$ cat config.mk
export PLATFORM = sky130hd
export DESIGN_NAME = fetch_queue
export DESIGN_NICKNAME = d
export VERILOG_FILES = /design/src/rtl/fetch_queue.sv
export SDC_FILE = /design/constraint.sdc
export NUM_CORES = 1
export LEC_CHECK = 0
export CELL_PAD_IN_SITES_DETAIL_PLACEMENT = 0
export CELL_PAD_IN_SITES_GLOBAL_PLACEMENT = 1
export CORE_ASPECT_RATIO = 0.75
export CORE_MARGIN = 2
export CORE_UTILIZATION = 47
export CTS_CLUSTER_DIAMETER = 30
export CTS_CLUSTER_SIZE = 30
export DETAILED_ROUTE_END_ITERATION = 8
export PLACE_DENSITY = 0.88
export RECOVER_POWER = 100
export SYNTH_ARGS = -nofsm -noshare
export SYNTH_HDL_FRONTEND = slang
export SYNTH_SLANG_ARGS = --single-unit
$ cat constraint.sdc
create_clock -name clk -period 3.6 [get_ports clk]
set_clock_uncertainty 0.1 [all_clocks]
set_input_delay 0.72 -clock clk [delete_from_list [all_inputs] [get_ports clk]]
set_output_delay 0.72 -clock clk [all_outputs]
set_load 0.01 [all_outputs]
$ cat src/rtl/fetch_queue.sv
// Instruction prefetch queue: owns the fetch PC, captures {pc, instruction} pairs into a circular FIFO.
// Optional FETCH_QUEUE_BYPASS_EN presents imem data directly when the queue is empty.
module fetch_queue #(
  parameter int                    DATA_WIDTH   = 32,
  parameter int                    DEPTH        = 4,
  parameter int                    IM_BUS_WIDTH = 10,
  parameter logic [DATA_WIDTH-1:0] RESET_PC     = '0
) (
  input  logic                      clk,
  input  logic                      rst,
  input  logic                      halt,
  input  logic                      redirect,
  input  logic [DATA_WIDTH-1:0]     redirect_pc,
  output logic [IM_BUS_WIDTH-1:0]   imem_addr,
  input  logic [DATA_WIDTH-1:0]     imem_rdata,
  input  logic                      deq_ready,
  output logic                      deq_valid,
  output logic [DATA_WIDTH-1:0]     deq_pc,
  output logic [DATA_WIDTH-1:0]     deq_ir,
  output logic [$clog2(DEPTH):0]    count,
  output logic                      full,
  output logic                      empty
);

  localparam int PTR_W = $clog2(DEPTH);
  localparam int CNT_W = PTR_W + 1;
  localparam logic [CNT_W-1:0] CNT_FULL = CNT_W'(DEPTH);

  logic [DATA_WIDTH-1:0] fetch_pc;
  logic [PTR_W-1:0]      wr_ptr;
  logic [PTR_W-1:0]      rd_ptr;
  logic [DATA_WIDTH-1:0] mem_pc [DEPTH];
  logic [DATA_WIDTH-1:0] mem_ir [DEPTH];

  logic bypass;
  logic deq_fire;
  logic push;
  logic pop;
  logic advance;

  assign full  = (count == CNT_FULL);
  assign empty = (count == '0);

`ifdef FETCH_QUEUE_BYPASS_EN
  assign bypass = empty && !redirect && !halt;
`else
  assign bypass = 1'b0;
`endif

  assign deq_valid = !empty || bypass;
  assign deq_pc    = bypass ? fetch_pc   : mem_pc[rd_ptr];
  assign deq_ir    = bypass ? imem_rdata : mem_ir[rd_ptr];
  assign deq_fire  = deq_valid && deq_ready;

  // A bypassed entry taken straight by IF/ID never touches storage.
  assign pop     = deq_fire && !empty;
  assign push    = !redirect && !halt && (!full || deq_fire) && !(bypass && deq_ready);
  assign advance = push || (bypass && deq_ready);

  assign imem_addr = fetch_pc[IM_BUS_WIDTH+1:2];

  // Entry storage is deliberately left out of reset.
  always_ff @(posedge clk) begin
    if (push) begin
      mem_pc[wr_ptr] <= fetch_pc;
      mem_ir[wr_ptr] <= imem_rdata;
    end
  end

  always_ff @(posedge clk or negedge rst) begin
    if (!rst) begin
      fetch_pc <= RESET_PC;
      wr_ptr   <= '0;
      rd_ptr   <= '0;
      count    <= '0;
    end else if (redirect) begin
      fetch_pc <= redirect_pc & ~DATA_WIDTH'(3);
      wr_ptr   <= '0;
      rd_ptr   <= '0;
      count    <= '0;
    end else begin
      if (advance) fetch_pc <= fetch_pc + DATA_WIDTH'(4);
      if (push)    wr_ptr   <= wr_ptr + PTR_W'(1);
      if (pop)     rd_ptr   <= rd_ptr + PTR_W'(1);
      case ({push, pop})
        2'b10:   count <= count + CNT_W'(1);
        2'b01:   count <= count - CNT_W'(1);
        default: count <= count;
      endcase
    end
  end

endmodule

# Word-level counts from Yosys, hierarchy flattened
# Memory sizes are Yosys's and may differ from the RTL's.
# Index checks and enable logic that the tools add are counted.
classes:
  addsub: 5
  eq_ne: 3
  mux: 10
  n_reduce_logical: 13
op_table:
  columns: ["cell", "count"]
  rows:
  - ["two-way mux 32 bit", 2]
  - ["adder 32 x 3 -> 32 bit, second input constant", 1]
  - ["two-way mux 2 bit", 4]
  - ["one-hot mux 3 bit (2 select lines)", 1]
  - ["adder 2 x 1 -> 2 bit, second input constant", 2]
  - ["logical AND 1 bit", 4]
  - ["logical NOT 1 bit", 4]
  - ["nonzero test 2 bit", 2]
  - ["adder 3 x 1 -> 3 bit, second input constant", 1]
  - ["equality test 3 bit, second input constant", 1]
  - ["logical NOT 3 bit", 1]
  - ["two-way mux 3 bit", 1]
  - ["nonzero test 3 bit", 1]
  - ["subtractor 3 x 1 -> 3 bit, second input constant", 1]
  - ["equality test 2 x 1 -> 1 bit, second input constant", 1]
  - ["equality test 2 bit, second input constant", 1]
  - ["two-way mux 1 bit", 2]
  - ["logical OR 1 bit", 1]
word_totals:
  ff_bits: 39
  ram_bits: 256
  inputBits: 69
  output_inout_bits: 80
  wordCells: 37
  mem_count: 2
mem_list:
  columns: ["memory", "words", "width", "read_ports", "rd_ports_with_merged_regs", "write_ports", "line", "text"]
  rows:
  - ["mem_ir", 4, 32, 1, 0, 1, "33", "logic [DATA_WIDTH-1:0] mem_ir [DEPTH];"]
  - ["mem_pc", 4, 32, 1, 0, 1, "32", "logic [DATA_WIDTH-1:0] mem_pc [DEPTH];"]

# Depth between registers and ports, before layout
# Gate-level depths: netlist of run 1.
depth:
  ltp_word: 8
  depth_mapped: 7
  ltp_nobuf: 7

# Worst setup path before layout of run 1
# Ideal clock, no wire load.
synth_timing:
  path_type: "in2reg"
  from: "input port deq_ready"
  to: "memory mem_ir[0][0] (enable)"
  setup_time_ns: 0.427
  t_arrival_ns: 2.873
  required_time_ns: 3.073
  path_slack_ns: 0.200
  path_stages: 5
  n_path_buf: 2
  cell_sequence: "nor4b_4 > nor3_4 > buf_6 > buf_2 > and2_1"
synth_between:
  elab_chain_cells: 5
synth_rtl:
  columns: ["item", "line", "text"]
  rows:
  - ["start, declared", "16", "input logic deq_ready,"]
  - ["logical AND 1 bit", "53", "assign deq_fire = deq_valid && deq_ready;"]
  - ["logical OR 1 bit", "57", "assign push = !redirect && !halt && (!full || deq_fire) && !(bypass && deq_ready);"]
  - ["logical AND 1 bit", "57", null]
  - ["two-way mux 1 bit", "64", "if (push) begin"]
  - ["two-way mux 1 bit (not written as such)", "66", "mem_ir[wr_ptr] <= imem_rdata;"]
  - ["end, declared", "33", null]
# Every way passes these cells.

# Worst setup path after layout of run 1
layout_timing:
  from: "register rd_ptr[0]"
  to: "output port deq_pc[12]"
layout_between:
  elab_chain_cells: 1
layout_rtl:
  columns: ["item", "line", "text"]
  rows:
  - ["start, declared", "31", "logic [PTR_W-1:0] rd_ptr;"]
  - ["start signal, assigned", "84", "if (pop) rd_ptr <= rd_ptr + PTR_W'(1);"]
  - ["memory read (4 x 32 bit)", null, null]
  - ["end, declared", "18", "output logic [DATA_WIDTH-1:0] deq_pc,"]
# Every way passes these cells.

==> impl_metrics.ini, run 1 <==
[synth]
yosys_register_bits = 285
syn_area_mm2 = 0.0114
yosysSeqAreaShare_pct = 73.6
yosys_warnings = 0
async_reset_ff_share_pct = 13.0
syn_inst = 602
synth-main-ff-cell = edfxtp_1
synth_edf_count = 248
synth.distinct_cells = 55
synth_area_per_cell_um2 = 18.9

[critical_path]
cp-end-kind = output port
cp_slowest_cell = dfrtp_4
path_cells = buf_12 -> mux4_2 -> dlygate4sd3_1
worstSetupStartpointType = flip-flop
crit_arrival_ns = 2.61
cp_num_buf_inv = 2
rrSetupSlack_ns = 0.64
crit_path_max_incr_delay_ns = 0.70
required_ns = 2.78
path_max_fanout = 20
cpLargestDelayFamily = buffers and inverters
worstSetupPathType = reg -> out

[outcome]
violations = max-capacitance violations, max-slew violations
status = finished with violations

[clocking]
clockBufferDepth = 3
cts_tree = yes
hold_buffers = 0
cts_buffers = 45
cts-root-buf = clkbuf_16
cts_sinks = 285
post-cts-setup-buffers = 0
ctsResizeCount = 0
h-tree-depth = 2
clk_pin_slew_ns = 0.05
clk_latency_ns = 0.51

[placement]
io_buffer_count = 144
dp_hpwl_um = 14900
pre_cts_ws_ns = 0.437
gp_congestion = 0.821
post_dp_cell_area_mm2 = 0.0132

[power_and_ir_drop]
p_int_mw = 7.29
seqPwrFrac_pct = 42.1
ir_drop_uv = 325
p_per_area_mw_per_mm2 = 642
clkPwrFrac_pct = 45.7
swShare_pct = 22.4
p_leak_nw = 4.91
switching_power_mw = 2.11
combinationalPowerShare_pct = 12.1

[finish]
final_util_pct = 61.3
drive_gt1_share_pct = 20.0
diodes = 0
fin_nets = 845
final_area_mm2 = 0.0146
area_growth_pct = 28.6
fillers = 1692

[grt]
busiest_layer = met2
use_met3_pct = 5.49
grt_use_met1_pct = 27.4
antenna_found_initial = 0
track_usage_pct = 19.3
grt_pass1_vias = 6567
grt_pass1_wl_um = 37300
overflow = 0
grt_max_degree = 38
grt_util_met2_pct = 29.4

[die]
rows = 49
core_area_mm2 = 0.0238
pin_count = 149
dieHeight_um = 139
die_w_um = 184
fp.dieArea_mm2 = 0.0255
start_util_pct = 47.7

[timing]
fin_crit_sh_pct = 95.4
slew-limit-headroom_pct = -42.0
min_period_ns = 3.43
tightest_slew_ns = 2.13
final.setup.tns_ns = 0
hold_viol = 0
clock.fmax_ghz = 0.291
final_max_slew_viol_count = 38
setup_viol = 0
setup_ws_ns = 0.167
rsz0062_at_grt = no

[detailed_routing]
drtAntennaViolNets = 0
route.detailed.drc = 0
drtIter0Drc = 473
wl_um = 24200
drt-wirelength-per-cell_um = 21.8
dr_total_vias = 6390
dr.pass1.iters = 5
vias_per_cell = 5.76

[run]
drv_cap = 1

[worst_hold_path]
worstHoldPathType = reg -> reg
==> state kept, by name, summed over array words and instances (netlist names) <==
register and flops:
mem_ir 128, mem_pc 120, fetch_pc 30, rd_ptr 2
count 3, wr_ptr 2
==> Yosys cell counts (all sizes together), types with 6 or more instances <==
cell / n / area [um2]
and2: 7 / 43.8
buf: 31 / 208
clkbuf: 11 / 42.5
dfrtp: 37 / 926
edfxtp: 248 / 7450
inv: 6 / 22.5
mux4: 62 / 1400
nand2: 34 / 128
nand3: 24 / 133
nand4: 11 / 68.8
nor2: 20 / 77.6
nor4: 7 / 65.1
o21ai: 19 / 95.1
o311ai: 9 / 78.8
==> placed cells by master (no fill, tap or decap), types with 9 or more instances in the layout <==
cell type | synthesis | layout
edfxtp_1 | 248 | 248
clkdlybuf4s50_1 | 0 | 73
dlygate4sd3_1 | 0 | 70
mux4_2 | 62 | 62
clkbuf_16 | 0 | 45
dfrtp_1 | 37 | 35
nand2_1 | 34 | 34
nand3_1 | 23 | 23
nor2_1 | 19 | 20
o21ai_0 | 16 | 18
nand4_1 | 11 | 11
clkbuf_1 | 10 | 11
o311ai_0 | 7 | 9
==> through the flow <==
stage          hold WS [ns]  total power [mW]  std cells
6_report              0.465              9.40       1109
5_1_grt               0.496              9.72       1109
4_1_cts               0.250              9.56       1109
3_5_place_dp          0.458              5.23       1029
3_3_place_gp          0.433              5.19       1029
2_1_floorplan         0.324              4.60        603
==> logic make-up after synthesis <==
family	after synthesis	synth area share, %
buf+inv	48	2.40
compound gates	66	4.18
mux	65	12.5
fa+ha+maj	6	0.726
simple gates	125	6.05
flops	285	73.6
other cells	1	0.0330
xor+xnor	6	0.462
==> layout make-up <==
cell class | instances | area, um2 | area share [%]
Clock inverter | 24 | 329 | 2.25
Inverter | 6 | 22.5 | 0.154
Clock buffer | 56 | 1200 | 8.19
Timing Repair Buffer | 162 | 1600 | 10.9
Tap cell | 306 | 383 | 2.62
Sequential cell | 285 | 8380 | 57.3
Multi-Input combinational cell | 270 | 2720 | 18.6
==> worst register-to-register path, stage by stage, from the launching register on <==
cell and delay, ns:
dfrtp_1 0.51, nor4b_4 0.64, nor3_1 0.32, nor2_1 0.93, o21ai_0 0.26, nand3_1 0.14
==> metal layers <==
layer	part of all wire, %	vias up	wire [um]
li1	-	2802	-
met1	43	3233	10400
met2	46	323	11100
met3	9.4	32	2270
met4	1.4	0	340
met5	0	-	0
==> power groups by stage <==
stage / registers, mW / clock network [mW] / logic (mW)
global route: 3.98 / 4.51 / 1.22
floorplan: 3.94 / 0 / 0.657
CTS: 3.96 / 4.38 / 1.21
detailed placement: 4.02 / 0 / 1.21
finish: 3.96 / 4.30 / 1.14
global placement: 4.00 / 0 / 1.19
==> final timing paths <==
kind	start	endpoint	cells after the start
max reg2reg	count[1]	fetch_pc[30]	5
min reg2reg	wr_ptr[0]	wr_ptr[0]	1
max in group asynchronous	rst	rd_ptr[0]	1
max	rd_ptr[0]	deq_pc[12]	3
min	wr_ptr[0]	wr_ptr[0]	1
min in group asynchronous	rst	count[0]	1
(Power assumes the default switching activity.)
==> inputs of run 2 (changes only) <==
CTS_CLUSTER_SIZE = not set   (was 30)
==> results of run 2 <==
Final layout, timing and power as in run 1 (identical DEF).
==> inputs of run 3 (changes only) <==
SLEW_MARGIN = 20   (was not set)
==> results of run 3 <==
Final layout, timing and power as in run 1 (identical DEF).
==> RTL change 1, RTL diff (settings of run 2) <==
Build with the macro `FETCH_QUEUE_BYPASS_EN` defined.
--- a/src/rtl/fetch_queue.sv
+++ b/src/rtl/fetch_queue.sv
@@ -1,4 +1,6 @@
 // Instruction prefetch queue: owns the fetch PC, captures {pc, instruction} pairs into a circular FIFO.
 // Optional FETCH_QUEUE_BYPASS_EN presents imem data directly when the queue is empty.
+`define FETCH_QUEUE_BYPASS_EN
+
 module fetch_queue #(
   parameter int                    DATA_WIDTH   = 32,
Function: changed (a bounded check fails within 4 cycles, from zero or initial values and one cycle with rst low).
==> RTL change 1 against run 2 <==
The flow still finishes with violations (max-capacitance violations, max-slew violations). Sequential cell count unchanged. Setup slack worse by 74 ps. Global-route usage down 0.18 points. Power up 0.59%. Largest power group unchanged. Cell area up 5.7%. Synthesized area up 5.9%. Wire length up 4.5%. Critical path depth up 3. Cell count up 9.3%. Synthesized cell count up 9.6%. Largest cell class unchanged.
==> RTL change 1: results (changes against run 2) <==
Outcome:
- Result of the run: complete, but fails checks (unchanged).
- Failing checks: max-capacitance violations, max-slew violations (unchanged).

Critical path:
- The number of cells on the worst reg-to-reg path is 6 (was 5).
- The launching point of the worst reg2reg path is count[2] (was count[1]).
- The launching instance or port of the critical path is halt (was rd_ptr[0]).
- The data arrival time of the critical path is 2690 ps (was 2610 ps).
- The slowest stage cell on the critical path was sky130_fd_sc_hd__clkdlybuf4s50_1 (was sky130_fd_sc_hd__dfrtp_4).
- The delay contributed by the slowest stage of the critical path was 510 ps (was 700 ps).

Global route:
- The met1 usage in global routing is 0.282 (was 0.274).
- The total track usage is 0.191 (was 0.193).
- The via count of the first global-routing pass is 6940 (was 6567).
- The maximum number of pins on one net before global-route repair came to 58 (was 38).
- The first-pass GRT wire length was 39300 um (was 37300 um).
- The global-route track usage on met2 is 0.289 (was 0.294).
- The met3 global-route usage is 0.0408 (was 0.0549).

Layout:
- The number of nets at the end of the flow came to 909 (was 845).
- The number of fill cells came to 1810 (was 1692).
- The final standard cell utilization of the core is 0.617 (was 0.613).

Power:
- The switching power is 2.21 mW (was 2.11 mW).
- The leakage power summed over all cells is 5.21 nW (was 4.91 nW).

Routing:
- The met1 wire length was 11500 um (was 10400 um).
- The met2 routed wirelength is 11900 um (was 11100 um).
- The average vias per placed instance came to 5.44 (was 5.76).
- The violation count after the first detailed-routing iteration is 384 (was 473).

Logic synthesis:
- The sequential-to-total area share from yosys stat was 0.695 (was 0.736).
- The number of distinct standard cells referenced by the synthesized netlist is 49 (was 55).
- The compound-gate portion of the synthesized area is 0.0203 (was 0.0418).

Place:
- The final weighted congestion in routability-driven placement came to 0.783 (was 0.821).
- The detailed placer's ending HPWL is 15300 um (was 14900 um).

STA:
- The final hold slack is 504 ps (was 465 ps).
- The max-slew violation count is 38 (unchanged).

Clock tree:
- The latest clock arrival within the worst-skew pair was 530 ps (was 510 ps).

Run:
- The total of max-cap violations is 1 (unchanged).
## RTL change 1: per-stage QoR
| step | area [sq um] | instances | setup slack, ps |
|---|---|---|---|
| 2_1_floorplan | 12000 | 661 | 126 |
| 3_3_place_gp | 14000 | 1121 | 99.5 |
| 3_5_place_dp | 14000 | 1121 | 95.2 |
| 4_1_cts | 15600 | 1212 | 32.4 |
| 5_1_grt | 15500 | 1212 | 21.4 |
| 6_report | 15500 | 1212 | 93.2 |
## RTL change 1: power by group through the flow
stage | clock network (mW) | logic [mW] | registers (mW)
after floorplan | 0 | 0.693 | 3.87
after global placement | 0 | 1.24 | 3.91
after detailed placement | 0 | 1.25 | 3.91
after CTS | 4.47 | 1.28 | 3.84
after global routing | 4.62 | 1.32 | 3.86
final | 4.38 | 1.23 | 3.84
## RTL change 1: area by class of cell
cell class                 count  area, sq um  area share
timing repair buffer         170         1680       0.109
multi-input combinational    323         3370       0.218
clock inverter                31          299      0.0193
inverter                       6         22.5     0.00146
sequential                   285         8380       0.542
clock buffer                  59         1290      0.0837
tap                          338          423      0.0273
## RTL change 1: worst register-to-register path, stage by stage, from the launching register on
cell	delay, ps
sky130_fd_sc_hd__dfrtp_1	360
sky130_fd_sc_hd__buf_4	170
sky130_fd_sc_hd__xor2_1	160
sky130_fd_sc_hd__a21boi_0	220
sky130_fd_sc_hd__clkbuf_1	290
sky130_fd_sc_hd__and2_0	700
sky130_fd_sc_hd__clkbuf_4	580
## RTL change 1: what timing repair did
item,in CTS,in global routing
setup buffers,1,0
resized for setup,1,3
setup endpoints to repair,10,34
hold buffers,0,0
==> RTL change 2, RTL diff (config.mk and constraints of run 2) <==
Without the edit above. Reset style: synchronous (`rst`), changed in one clocked block.
--- a/src/rtl/fetch_queue.sv
+++ b/src/rtl/fetch_queue.sv
@@ -68,5 +68,5 @@
   end
 
-  always_ff @(posedge clk or negedge rst) begin
+  always_ff @(posedge clk) begin
     if (!rst) begin
       fetch_pc <= RESET_PC;
Formal check against the unedited RTL: differs if rst is asserted again (counterexample within 4 cycles, from zero or initial values and one cycle with rst low); with rst held inactive, the same outputs for 4 cycles.
==> RTL change 2 against run 2 <==
Sequential cell count up 2. Highest routed layer unchanged. Cell area up 0.12%. Setup slack improved by 37 ps. Sequential share of layout area decreased by 1.1 points. Synthesized cell count is 5.8% higher. Core utilization increased by 0.074 points. Cell count increased by 3.6%. First-iteration DRC count increased by 38%. Wire length rose by 1.0%. Critical path type unchanged. Synthesized area hardly changed.
Power is not compared: it rests on default switching activity, and its combinational part moved more than twofold at a synthesized area within 25%.
==> RTL change 2: results (changes against run 2) <==
Outcome:
- Result of the run: complete, no violations (was complete, but fails checks).

Logic synthesis:
- The arithmetic-cell share of the synthesized area counting full adders, half adders and majority gates is 0.00836 (was 0.00726).
- The async set or reset register ratio after synthesis was 0 (was 0.130).
- The fraction of synthesized cell area in xor and xnor cells is 0.00924 (was 0.00462).
- The compound-gate portion of the synthesized area is 0.0458 (was 0.0418).
- The gate count after technology mapping was 637 (was 602).
- Largest cells by area after synthesis: sky130_fd_sc_hd__edfxtp_1, sky130_fd_sc_hd__mux4_2, sky130_fd_sc_hd__dfxtp_1 (was sky130_fd_sc_hd__edfxtp_1, sky130_fd_sc_hd__mux4_2, sky130_fd_sc_hd__dfrtp_1).

Place:
- The detailed placer's ending HPWL came to 15400 um (was 14900 um).
- The final weighted congestion in routability-driven placement is 0.837 (was 0.821).

STA:
- The time the final worst path needs with I/O delays and setup is 3400 ps (was 3430 ps).
- The transition time at the pin with the least slew margin came to 1320 ps (was 2130 ps).
- The final hold slack was 445 ps (was 465 ps).

Layout:
- The number of non-clock buffers in the layout came to 170 (was 162).
- The number of signal-net inverters in the final layout is 12 (was 6).
- The non-filler instance count after layout is 1149 (was 1109).
- The area taken by multi-input logic gates was 2880 sq um (was 2720 sq um).
- The number of fill cells came to 1733 (was 1692).
- The proportion of final cell area spent on non-clock buffers is 0.116 (was 0.109).
- The sequential cell area in the final layout was 8230 sq um (was 8380 sq um).
- The number of nets at the end of the flow is 885 (was 845).

Global route:
- The total track usage is 0.193 (about the same).
- The maximum number of pins on one net before global-route repair is 63 (was 38).

Routing:
- The average vias per placed instance is 5.72 (was 5.76).
- The post-detailed-routing wire length is 24400 um (was 24200 um).

Critical path:
- The delay contributed by the slowest stage of the critical path came to 620 ps (was 700 ps).
- The largest driver fanout on the critical path was 23 (was 20).
- The slack of the worst reg-to-reg path is 690 ps (was 640 ps).
- The launching point of the worst reg2reg path is count[0] (was count[1]).
- The slowest stage cell on the critical path is sky130_fd_sc_hd__dlygate4sd3_1 (was sky130_fd_sc_hd__dfrtp_4).
- The data arrival time of the critical path is 2580 ps (was 2610 ps).
- The end point of the critical path is deq_pc[2] (was deq_pc[12]).

Hold path:
- The start point of the worst hold path was rd_ptr[1] (was wr_ptr[0]).
- The number of cells on the worst hold path came to 2 (was 1).

Floorplanning:
- The die footprint was 25500 sq um (about the same).

Clock tree:
- The latest clock arrival within the worst-skew pair is 530 ps (was 510 ps).
- The total CTS buffers is 42 (was 45).
[RTL change 2: cell types whose count changed in the layout (fill, tap and decap cells not counted), moves of 9 or more]
cell / change
sky130_fd_sc_hd__clkdlybuf4s50_1: -28
sky130_fd_sc_hd__dfrtp_1: -35
sky130_fd_sc_hd__dfxtp_1: +37
sky130_fd_sc_hd__dlygate4sd3_1: +29
sky130_fd_sc_hd__nand2_1: -16
sky130_fd_sc_hd__o21ai_0: +14
sky130_fd_sc_hd__o311ai_0: -9
sky130_fd_sc_hd__or4_1: +15
[RTL change 2: worst register-to-register path, stage by stage, from the launching register on]
cell and delay [ps]:
sky130_fd_sc_hd__dfxtp_1 470, sky130_fd_sc_hd__nor4b_1 150, sky130_fd_sc_hd__nor3_1 210, sky130_fd_sc_hd__clkbuf_1 230, sky130_fd_sc_hd__and2_1 970, sky130_fd_sc_hd__clkbuf_2 470
[RTL change 2: metal layers]
layer  track usage  wire length, um
met5             0                0
met4        0.0417              280
met3        0.0394             1910
met2         0.300            11400
met1         0.285            10800
